$ cat src/rtl/bram_phase_seq.sv
`default_nettype none
// ============================================================================
// Module   : bram_phase_seq
// Brief    : Single-port BRAM sequencer, frames of READ -> GAP1 -> WRITE -> GAP2.
//            Optional write-stall timeout: define BRAMSEQ_STALL_TIMEOUT_EN.
// Revision : 1.0 - initial release
// ============================================================================
module bram_phase_seq #(
    parameter int ADDR_W    = 10,
    parameter int DATA_W    = 32,
    parameter int LEN_W     = 16,
    parameter int RD_LAT    = 1,
    parameter int STALL_MAX = 64
) (
    input  logic              clk,
    input  logic              rst,
    input  logic              i_start,
    input  logic              i_stop,
    input  logic              i_loop,
    input  logic [LEN_W-1:0]  i_rd_len,
    input  logic [LEN_W-1:0]  i_gap1_len,
    input  logic [LEN_W-1:0]  i_wr_len,
    input  logic [LEN_W-1:0]  i_gap2_len,
    input  logic [ADDR_W-1:0] i_rd_base,
    input  logic [ADDR_W-1:0] i_wr_base,
    input  logic [DATA_W-1:0] i_wr_data,
    input  logic              i_wr_valid,
    output logic              o_wr_ready,
    input  logic [DATA_W-1:0] i_bram_rdata,
    output logic              o_cs_rd,
    output logic              o_cs_wr,
    output logic              o_we,
    output logic [ADDR_W-1:0] o_addr,
    output logic [DATA_W-1:0] o_wdata,
    output logic [DATA_W-1:0] o_rd_data,
    output logic              o_rd_valid,
    output logic              o_busy,
    output logic [15:0]       o_frame_cnt,
    output logic              o_err
);

    localparam logic [2:0] c_IDLE  = 3'd0;
    localparam logic [2:0] c_READ  = 3'd1;
    localparam logic [2:0] c_GAP1  = 3'd2;
    localparam logic [2:0] c_WRITE = 3'd3;
    localparam logic [2:0] c_GAP2  = 3'd4;

    logic [2:0]                  r_state;
    logic [LEN_W-1:0]            r_k;
    logic [3:0][LEN_W-1:0]       r_len;
    logic [ADDR_W-1:0]           r_rd_base;
    logic [ADDR_W-1:0]           r_wr_base;
    logic                        r_loop;
    logic                        r_stop_pend;
    logic                        r_cs_rd;
    logic                        r_cs_wr;
    logic                        r_we;
    logic [ADDR_W-1:0]           r_addr;
    logic [DATA_W-1:0]           r_wdata;
    logic [DATA_W-1:0]           r_rd_data;
    logic                        r_rd_valid;
    logic [15:0]                 r_frame_cnt;
    logic [RD_LAT-1:0]           r_tag;
    logic                        r_err;

    logic [3:0][LEN_W-1:0]       w_in_len;
    logic [2:0]                  w_start_phase;
    logic [2:0]                  w_next_in_frame;
    logic [2:0]                  w_restart_phase;
    logic [LEN_W-1:0]            w_cur_len;
    logic                        w_last;
    logic                        w_beat;
    logic                        w_stop_now;
    logic [ADDR_W-1:0]           w_k_addr;
    logic [ADDR_W-1:0]           w_rd_addr;
    logic [ADDR_W-1:0]           w_wr_addr;

    // Lowest-numbered phase state at or after from_st whose length is nonzero;
    // c_IDLE when none remains, which marks the end of the frame.
    function automatic logic [2:0] f_first_phase(input logic [2:0] from_st,
                                                 input logic [3:0][LEN_W-1:0] lens);
        logic [2:0] res;
        res = c_IDLE;
        for (int i = 3; i >= 0; i--) begin
            if ((3'(i + 1) >= from_st) && (lens[i] != '0)) begin
                res = 3'(i + 1);
            end
        end
        return res;
    endfunction

    assign w_in_len        = {i_gap2_len, i_wr_len, i_gap1_len, i_rd_len};
    assign w_start_phase   = f_first_phase(c_READ, w_in_len);
    assign w_next_in_frame = f_first_phase(r_state + 3'd1, r_len);
    assign w_restart_phase = f_first_phase(c_READ, r_len);

    always_comb begin
        w_cur_len = '0;
        case (r_state)
            c_READ:  w_cur_len = r_len[0];
            c_GAP1:  w_cur_len = r_len[1];
            c_WRITE: w_cur_len = r_len[2];
            c_GAP2:  w_cur_len = r_len[3];
            default: w_cur_len = '0;
        endcase
    end

    assign w_last     = (r_k == w_cur_len - 1'b1);
    assign w_beat     = (r_state == c_WRITE) ? i_wr_valid : (r_state != c_IDLE);
    assign w_stop_now = r_stop_pend | i_stop;

    generate
        if (LEN_W >= ADDR_W) begin : g_k_trunc
            assign w_k_addr = r_k[ADDR_W-1:0];
        end else begin : g_k_ext
            assign w_k_addr = {{(ADDR_W-LEN_W){1'b0}}, r_k};
        end
    endgenerate

    assign w_rd_addr = r_rd_base + w_k_addr;
    assign w_wr_addr = r_wr_base + w_k_addr;

    // Read tags ride alongside the registered chip select so tag and address line up.
    generate
        if (RD_LAT == 1) begin : g_tag_single
            always_ff @(posedge clk) begin
                if (rst) r_tag <= '0;
                else     r_tag <= r_cs_rd;
            end
        end else begin : g_tag_multi
            always_ff @(posedge clk) begin
                if (rst) r_tag <= '0;
                else     r_tag <= {r_tag[RD_LAT-2:0], r_cs_rd};
            end
        end
    endgenerate

`ifdef BRAMSEQ_STALL_TIMEOUT_EN
    localparam int c_STALL_W = $clog2(STALL_MAX + 1);
    logic [c_STALL_W-1:0] r_stall;
    logic                 w_stall_hit;
    assign w_stall_hit = (r_state == c_WRITE) && !i_wr_valid &&
                         (r_stall == c_STALL_W'(STALL_MAX - 1));
    always_ff @(posedge clk) begin
        if (rst || r_state != c_WRITE || i_wr_valid || w_stall_hit) r_stall <= '0;
        else                                                        r_stall <= r_stall + 1'b1;
    end
`else
    logic w_stall_hit;
    assign w_stall_hit = 1'b0;
`endif

    always_ff @(posedge clk) begin
        if (rst) begin
            r_state     <= c_IDLE;
            r_k         <= '0;
            r_len       <= '0;
            r_rd_base   <= '0;
            r_wr_base   <= '0;
            r_loop      <= 1'b0;
            r_stop_pend <= 1'b0;
            r_cs_rd     <= 1'b0;
            r_cs_wr     <= 1'b0;
            r_we        <= 1'b0;
            r_addr      <= '0;
            r_wdata     <= '0;
            r_rd_data   <= '0;
            r_rd_valid  <= 1'b0;
            r_frame_cnt <= '0;
            r_err       <= 1'b0;
        end else begin
            r_cs_rd    <= 1'b0;
            r_cs_wr    <= 1'b0;
            r_we       <= 1'b0;
            r_rd_valid <= r_tag[RD_LAT-1];
            if (r_tag[RD_LAT-1]) r_rd_data <= i_bram_rdata;

            case (r_state)
                c_IDLE: begin
                    if (i_start) begin
                        r_len       <= w_in_len;
                        r_rd_base   <= i_rd_base;
                        r_wr_base   <= i_wr_base;
                        r_loop      <= i_loop;
                        r_stop_pend <= 1'b0;
                        r_err       <= 1'b0;
                        r_k         <= '0;
                        r_state     <= w_start_phase;
                        // An empty frame completes immediately.
                        r_frame_cnt <= (w_start_phase == c_IDLE) ? 16'd1 : 16'd0;
                    end
                end
                c_READ, c_GAP1, c_WRITE, c_GAP2: begin
                    if (i_stop) r_stop_pend <= 1'b1;
                    if (r_state == c_READ) begin
                        r_cs_rd <= 1'b1;
                        r_addr  <= w_rd_addr;
                    end
                    if (r_state == c_WRITE) begin
                        r_cs_wr <= !w_stall_hit;
                        if (i_wr_valid) begin
                            r_we    <= 1'b1;
                            r_addr  <= w_wr_addr;
                            r_wdata <= i_wr_data;
                        end
                    end
                    if (w_stall_hit) begin
                        r_err       <= 1'b1;
                        r_state     <= c_IDLE;
                        r_stop_pend <= 1'b0;
                        r_k         <= '0;
                    end else if (w_beat) begin
                        if (w_last) begin
                            r_k <= '0;
                            if (w_next_in_frame != c_IDLE) begin
                                r_state <= w_next_in_frame;
                            end else begin
                                r_frame_cnt <= r_frame_cnt + 16'd1;
                                if (r_loop && !w_stop_now) begin
                                    r_state <= w_restart_phase;
                                end else begin
                                    r_state     <= c_IDLE;
                                    r_stop_pend <= 1'b0;
                                end
                            end
                        end else begin
                            r_k <= r_k + 1'b1;
                        end
                    end
                end
                default: r_state <= c_IDLE;
            endcase
        end
    end

    assign o_wr_ready  = (r_state == c_WRITE) && i_wr_valid;
    assign o_cs_rd     = r_cs_rd;
    assign o_cs_wr     = r_cs_wr;
    assign o_we        = r_we;
    assign o_addr      = r_addr;
    assign o_wdata     = r_wdata;
    assign o_rd_data   = r_rd_data;
    assign o_rd_valid  = r_rd_valid;
    assign o_busy      = (r_state != c_IDLE);
    assign o_frame_cnt = r_frame_cnt;
`ifdef BRAMSEQ_STALL_TIMEOUT_EN
    assign o_err       = r_err;
`else
    assign o_err       = 1'b0;
`endif

endmodule
`default_nettype wire

$ cat config.mk
export PLATFORM = sky130hd
export DESIGN_NAME = bram_phase_seq
export DESIGN_NICKNAME = d
export VERILOG_FILES = /design/src/rtl/bram_phase_seq.sv
export SDC_FILE = /design/constraint.sdc
export NUM_CORES = 1
export LEC_CHECK = 0
export ABC_AREA = 1
export BUFFER_PORTS_ARGS = -buffer_cell sky130_fd_sc_hd__buf_2
export CAP_MARGIN = 0
export CORE_ASPECT_RATIO = 1.5
export CORE_UTILIZATION = 56
export CTS_BUF_LIST = sky130_fd_sc_hd__clkbuf_4
export DETAILED_ROUTE_END_ITERATION = 8
export HOLD_SLACK_MARGIN = 0.06
export PLACE_DENSITY_LB_ADDON = 0.25
export SLEW_MARGIN = 30
export SYNTH_ARGS = -nofsm -noshare
export SYNTH_HDL_FRONTEND = slang
export SYNTH_SLANG_ARGS = --single-unit
$ cat constraint.sdc
create_clock -name clk -period 3.4 [get_ports clk]
set_input_delay 0.17 -clock clk [delete_from_list [all_inputs] [get_ports clk]]
set_output_delay 0.17 -clock clk [all_outputs]
set_load 0.01 [all_outputs]
==> results.ini, run 1 <==
[logic_synthesis]
ys.flop_type=dfxtp_1
postSynthRegisterBits=200
yosys.cell_types.count=49
ranking_of_synthesized_cells_by_area=dfxtp_1, nand2_1, nor2_1
synthesis.area_um2=10500
synth_xor_xnor_area_share_pct=2.67
synth_largest_type_area_fraction_pct=38.1
main_combinational_cell_family_by_area_after_synthesis=simple AND/OR/NAND/NOR gates
post_synth_and_or_nand_nor_area_fraction_pct=31.2
yosys-mux-area-fraction_pct=0.0953
synth_fp_nets=1708
synth_edf_count=0
synth-compound-area-share_pct=16.1
synth_async_sr_flop_share_pct=0
synth_warnings=0
post_synth_inst_count=1525
yosysTopAreaCell=dfxtp_1
post_synth_fa_ha_maj_area_fraction_pct=3.60
synth_sequential_area_ratio_pct=38.1
post_synth.cell_area_avg_um2=6.89

[place]
gp_routability_congestion=0.984
postPlaceCellArea_um2=11800
placedCellCount=1962
portBuffers=249
detailed_place_hpwl_um=22600

[floorplan]
num_io_pins=251
floorplan.initialDensity_pct=56.9
placementRows=61
core_area_um2=18500
floorplan.die_area_um2=19300
fp.dieW_um=114
dieHeight_um=170

[setup_path]
crit_type=reg -> reg
r2r-end=r_k[0]$_SDFFE_PP0P_
ff2ff_path_depth=19
timing.critical_path.arrival_ns=3.70
critPathRequiredTime_ns=3.93
worstSetupEndpointType=register
max_stage_delay_ns=0.40
timing.critical_path.from_type=register
worst_r2r_startpoint=r_state[0]$_SDFFE_PP0P_
crit_chain=inv_1 -> ha_1 -> buf_6 -> nand2_1 -> o21ai_2 -> o21ai_2 -> ha_2 -> xor2_1 -> nand3_1 -> nor2_1 -> nand3_1 -> nor2_1 -> nand2_1 -> nor2_1 -> nand2_2 -> nand2_8 -> nand2_1 -> nand2_2 -> a21oi_1
setup.reg_to_reg.worst_slack_ns=0.23
critical_path.max_fanout=14
cpMaxStageDelayCell=dfxtp_4

[sta]
hold_slack_ns=0.0836
fmax_mhz=315
finalMaxSlewViolations=0
fin_tns_setup_ns=0
slew_headroom_pct=50.8
transition_time_at_the_pin_with_the_least_slew_margin_ns=0.738
setup_viol=0
finalHoldViolCount=0
fin_worst_skew_ns=0.0331
final_period_minus_worst_setup_slack_ns=3.17
final_min_period_over_clock_period_pct=93.4

[global_routing]
grt_max_degree=122
grt_pass1_vias=11400
grt.overflow.total=0
grt.total_usage_pct=35.2
grt_pass1_wl_um=54000
grt_antenna_before_repair=3

[detailed_routing]
antenna_left=0
drt_iter0_markers=900
total_number_of_vias=11900
wl_per_cell_um=16.1
drtPass1Iterations=7
remaining_drc_errors=0
routed_via_density=5.56
totalWireLength_um=34700

[cells_and_area]
most-common-layout-cells=nand2_1, buf_2, nor2_1, dfxtp_1, dlygate4sd3_1
final-instance-count-excl-fill=2148
fill_cells=1445
finalCoreUtilization_pct=74.4
layout.cells.most_common=nand2_1
layout_cell_share_with_drive_strength_beyond_1_pct=18.7
layout-area-overhead-vs-synth_pct=30.7
fin_area_um2=13700
fin_nets=2064

[clocking]
clock_sinks=200
worst_skew_pair.late_latency_ns=0.65
clock_tree.buffer_depth=2
cts-root-buf=clkbuf_4
clkSlewWorstSetupHoldPaths_ns=0.18
cts_buffers=17
htreeDepth=4
post-cts-setup-buffer-count=0
cts_tree=yes

[pwr]
power.ir.vdd_worst_mv=0.432
switching_share_pct=44.9
power.combinational.fraction_pct=43.7
p_clk_share_pct=17.6
p_int_w=0.00422
leakage_nw=6.17
power.switching_w=0.00344
cellPowerDensity_nw_per_um2=558
power_frac_seq_pct=38.7

[status]
run_status=completed

[min_path]
hold-path-cell-count=6
holdCritPathClass=in -> reg
hold_path.startpoint=i_wr_valid
whs_endpoint=r_stop_pend$_SDFFE_PP0P_

[job]
max-cap-violations=0

-- cells in the mapped netlist, drive strengths merged (2+ instances only) --
| cell type | instances |
|---|---|
| clkinv | 2 |
| o21bai | 2 |
| xor2 | 26 |
| inv | 118 |
| nand4 | 40 |
| ha | 27 |
| nand2 | 278 |
| or2 | 4 |
| nor2 | 248 |
| xnor2 | 6 |
| and2 | 4 |
| fa | 2 |
| a21oi | 130 |
| o21ai | 160 |
| nand3 | 122 |
| nor3b | 3 |
| o211ai | 10 |
| a31oi | 4 |
| nor3 | 18 |
| nor4 | 26 |
| buf | 23 |
| dfxtp | 200 |
| o31ai | 2 |
| clkbuf | 61 |
-- sequential cells by signal (all words and copies together), names as in the netlist --
name and count:
o_wdata 32, o_frame_cnt 16, r_k 16, o_cs_rd 1
r_rd_base 10, o_rd_valid 1, r_tag 1, o_addr 10
o_rd_data 32, o_we 1, o_cs_wr 1, r_stop_pend 1
r_wr_base 10, r_len 64, r_loop 1, r_state 3
-- timing repair --
action / CTS / global route
hold buffers: 151 / 0
setup endpoints to repair: 0 / 30
gates resized for setup: 0 / 11
endpoints found under the hold margin: 150 / 0
-- metal layers --
metal,global-route usage [%],part of all wire (%),vias up
met5,0,0.035,-
met4,19.4,5.0,2
met3,6.36,5.6,134
met2,64.8,52,517
met1,37.5,38,5504
li1,-,-,5782
-- cells by family (layout without fill, tap and decap cells) --
group / count (synthesis) / in the layout
simple gates: 744 / 745
compound gates: 314 / 314
buf+inv: 204 / 572
flops: 200 / 200
xor+xnor: 32 / 32
fa+ha+maj: 29 / 29
other cells: 1 / 3
mux: 1 / 1
-- critical path, delay by kind of cell, from the launching register on --
family	cells	cell delay [ns]
simple gates	11	1.30
fa+ha+maj	2	0.55
flops	1	0.40
compound gates	3	0.37
buf+inv	2	0.32
xor+xnor	1	0.14
-- power by group through the flow --
| stage | logic [W] | registers (W) | clock network, W |
|---|---|---|---|
| after CTS | 0.00322 | 0.00294 | 0.00136 |
| after global routing | 0.00370 | 0.00300 | 0.00145 |
| after floorplan | 0.00232 | 0.00295 | 0 |
| final | 0.00334 | 0.00296 | 0.00135 |
| after detailed placement | 0.00307 | 0.00299 | 0 |
| after global placement | 0.00302 | 0.00299 | 0 |
-- per-stage QoR --
step	power, W	setup WS, ns
2_1_floorplan	0.00528	0.449
4_1_cts	0.00753	0.106
5_1_grt	0.00815	-0.0108
3_5_place_dp	0.00607	0.140
6_report	0.00766	0.226
3_3_place_gp	0.00601	0.235
-- final cells by class --
class	count	area, um2	area share [%]
Timing Repair Buffer	420	2940	21.4
Sequential cell	200	4010	29.2
Multi-Input combinational cell	1122	5680	41.4
Clock buffer	17	128	0.929
Clock inverter	15	196	1.43
Tap cell	252	315	2.30
Antenna cell	2	5.00	0.0364
Inverter	120	455	3.32
-- worst max-delay path by stage --
| stage | depth (start not counted) | startpoint | slack, ns | end |
|---|---|---|---|---|
| floorplan | 25 | r_state[0]$_SDFFE_PP0P_ | 0.45 | o_frame_cnt[0]$_SDFFE_PP0P_ |
| global placement | 20 | r_state[0]$_SDFFE_PP0P_ | 0.23 | o_frame_cnt[1]$_SDFFE_PP0P_ |
| detailed placement | 21 | r_state[0]$_SDFFE_PP0P_ | 0.14 | o_frame_cnt[1]$_SDFFE_PP0P_ |
| CTS | 21 | r_state[0]$_SDFFE_PP0P_ | 0.11 | o_frame_cnt[1]$_SDFFE_PP0P_ |
| global route | 20 | r_state[1]$_SDFFE_PP0P_ | -0.01 | r_k[7]$_SDFFE_PP0P_ |
| finish | 19 | r_state[0]$_SDFFE_PP0P_ | 0.23 | r_k[0]$_SDFFE_PP0P_ |
Note: power is estimated with default switching activity, not from simulation.
==> run 2, diff against run 1 <==
--- a/config.mk
+++ b/config.mk
@@ -14,6 +14,7 @@
 export DETAILED_ROUTE_END_ITERATION = 8
 export HOLD_SLACK_MARGIN = 0.06
 export PLACE_DENSITY_LB_ADDON = 0.25
+export RECOVER_POWER = 25
 export SLEW_MARGIN = 30
 export SYNTH_ARGS = -nofsm -noshare
 export SYNTH_HDL_FRONTEND = slang
==> results.ini, run 2 (synthesis results as in run 1) <==
[setup_path]
critical_path.max_fanout=14  ; unchanged
timing.critical_path.from_type=register
timing.critical_path.arrival_ns=3.67  ; -0.03 ns
critPathRequiredTime_ns=3.92  ; about the same
worstSetupEndpointType=register
crit_type=reg -> reg

[cells_and_area]
layout.cells.most_common=nand2_1
largest_register_ffs=64  ; unchanged
fin_area_um2=13700  ; -0.60%
fin_nets=2064  ; unchanged
layout_cell_share_with_drive_strength_beyond_1_pct=15.3  ; -3.4 points
most-common-layout-cells=nand2_1, nor2_1, dfxtp_1, buf_2, dlygate4sd3_1
top_register=r_len
layout-area-overhead-vs-synth_pct=29.9

[global_routing]
grt_max_degree=122  ; unchanged
grt_antenna_before_repair=3  ; unchanged
grt_pass1_wl_um=54000  ; unchanged
grt.total_usage_pct=35.2  ; unchanged
grt_pass1_vias=11400  ; unchanged
grt.overflow.total=0  ; unchanged

[status]
run_status=completed

[detailed_routing]
totalWireLength_um=34600  ; about the same
drt_iter0_markers=913  ; +1.4%
drtPass1Iterations=8  ; +1
total_number_of_vias=12000  ; +0.26%
remaining_drc_errors=0  ; unchanged
routed_via_density=5.57  ; +0.26%
antenna_left=0  ; unchanged
wl_per_cell_um=16.1  ; about the same

[floorplan]
placementRows=61  ; unchanged
dieHeight_um=170  ; unchanged
floorplan.die_area_um2=19300  ; unchanged
core_area_um2=18500  ; unchanged
num_io_pins=251  ; unchanged
fp.dieW_um=114  ; unchanged
floorplan.initialDensity_pct=56.9  ; unchanged

[sta]
fin_worst_skew_ns=0.0375  ; +0.00435 ns
slew_headroom_pct=12.8  ; -38 points
setup_viol=0  ; unchanged
final_min_period_over_clock_period_pct=92.5  ; -0.86 points
finalMaxSlewViolations=0  ; unchanged
final_period_minus_worst_setup_slack_ns=3.14  ; -0.0292 ns
hold_slack_ns=0.0840  ; +0.000367 ns
fmax_mhz=318  ; +0.93%
transition_time_at_the_pin_with_the_least_slew_margin_ns=1.31  ; +0.570 ns
finalHoldViolCount=0  ; unchanged

[place]
detailed_place_hpwl_um=22600  ; unchanged
postPlaceCellArea_um2=11800  ; unchanged
portBuffers=249  ; unchanged
gp_routability_congestion=0.984  ; unchanged

[min_path]
holdCritPathClass=in -> reg

[clocking]
cts_buffers=17  ; unchanged
clock_sinks=200  ; unchanged
clkSlewWorstSetupHoldPaths_ns=0.18  ; about the same
cts-root-buf=clkbuf_4
clock_tree.buffer_depth=2  ; unchanged
cts_tree=yes
worst_skew_pair.late_latency_ns=0.65  ; about the same
htreeDepth=4  ; unchanged

[pwr]
power.ir.vdd_worst_mv=0.429  ; -0.68%
leakage_nw=5.89  ; -4.5%
cellPowerDensity_nw_per_um2=560  ; +0.45%

[job]
max-cap-violations=0  ; unchanged

[run 2: changes by cell type in the layout (fill, tap and decap cells not counted)]
| cell | delta |
|---|---|
| inv_2 | -1 |
| clkbuf_1 | +64 |
| inv_1 | +1 |
| buf_4 | -1 |
| buf_2 | -63 |
[run 2: worst paths after layout]
| kind | startpoint | cells past startpoint | slack [ns] | endpoint |
|---|---|---|---|---|
| max | r_state[0]$_SDFFE_PP0P_ | 19 | 0.26 | r_k[0]$_SDFFE_PP0P_ |
| min | i_wr_valid | 6 | 0.08 | r_stop_pend$_SDFFE_PP0P_ |
| max reg2reg | r_state[0]$_SDFFE_PP0P_ | 19 | 0.26 | r_k[0]$_SDFFE_PP0P_ |
| min reg2reg | r_loop$_SDFFE_PP0P_ | 2 | 0.48 | r_loop$_SDFFE_PP0P_ |
[run 2: metal layers]
layer | vias up | share of wire, % | global-route usage, %
li1 | 5792 | - | -
met1 | 5540 | 38 | 37.5
met2 | 500 | 52 | 64.8
met3 | 136 | 5.7 | 6.36
met4 | 2 | 4.9 | 19.4
met5 | - | 0.035 | 0
[run 2: cell type report]
class | count | area (um2)
diodes | 2 | 5.00
clock buffers | 17 | 128
clock inverters | 15 | 196
inverters | 120 | 455
repair buffers | 420 | 2860
fillers | 1491 | 4820
flip-flops and latches | 200 | 4010
multi-input cells | 1122 | 5680
well taps | 252 | 315
[run 2: what timing repair did]
item / in CTS / in global routing
buffers inserted: 0 / 0
gates resized for setup: 0 / 11
endpoints found under the hold margin: 150 / 0
hold buffers: 151 / 0
endpoints found under the setup margin: 0 / 30
[run 2: critical path, stage by stage (launching register included)]
cell and delay [ns]:
dfxtp_4 0.40, inv_1 0.13, ha_1 0.22, buf_6 0.19, nand2_1 0.12, o21ai_2 0.19, o21ai_2 0.10, ha_2 0.33
xor2_1 0.14, nand3_1 0.09, nor2_1 0.12, nand3_1 0.09, nor2_1 0.09, nand2_1 0.05, nor2_1 0.11, nand2_2 0.13
nand2_8 0.13, nand2_1 0.08, nand2_2 0.24, a21oi_1 0.08
[run 2: power breakdown]
group          internal [W]  leakage (nW)  total, W  switching [W]
Combinational       0.00114          4.10   0.00333        0.00219
Clock              0.000360         0.166   0.00135       0.000989
Sequential          0.00270          1.63   0.00296       0.000261
[run 2: metrics by stage]
step           total power (W)  TNS (ns)  cells  utilization [%]  worst slack, ns
2_1_floorplan          0.00528         0   1525                -            0.449
3_3_place_gp           0.00601         0   1962             64.1            0.235
3_5_place_dp           0.00607         0   1962             64.1            0.140
4_1_cts                0.00753         0   2145             74.1            0.106
5_1_grt                0.00814   -0.0108   2148             73.9          -0.0108
6_report               0.00765         0   2148             73.9            0.255
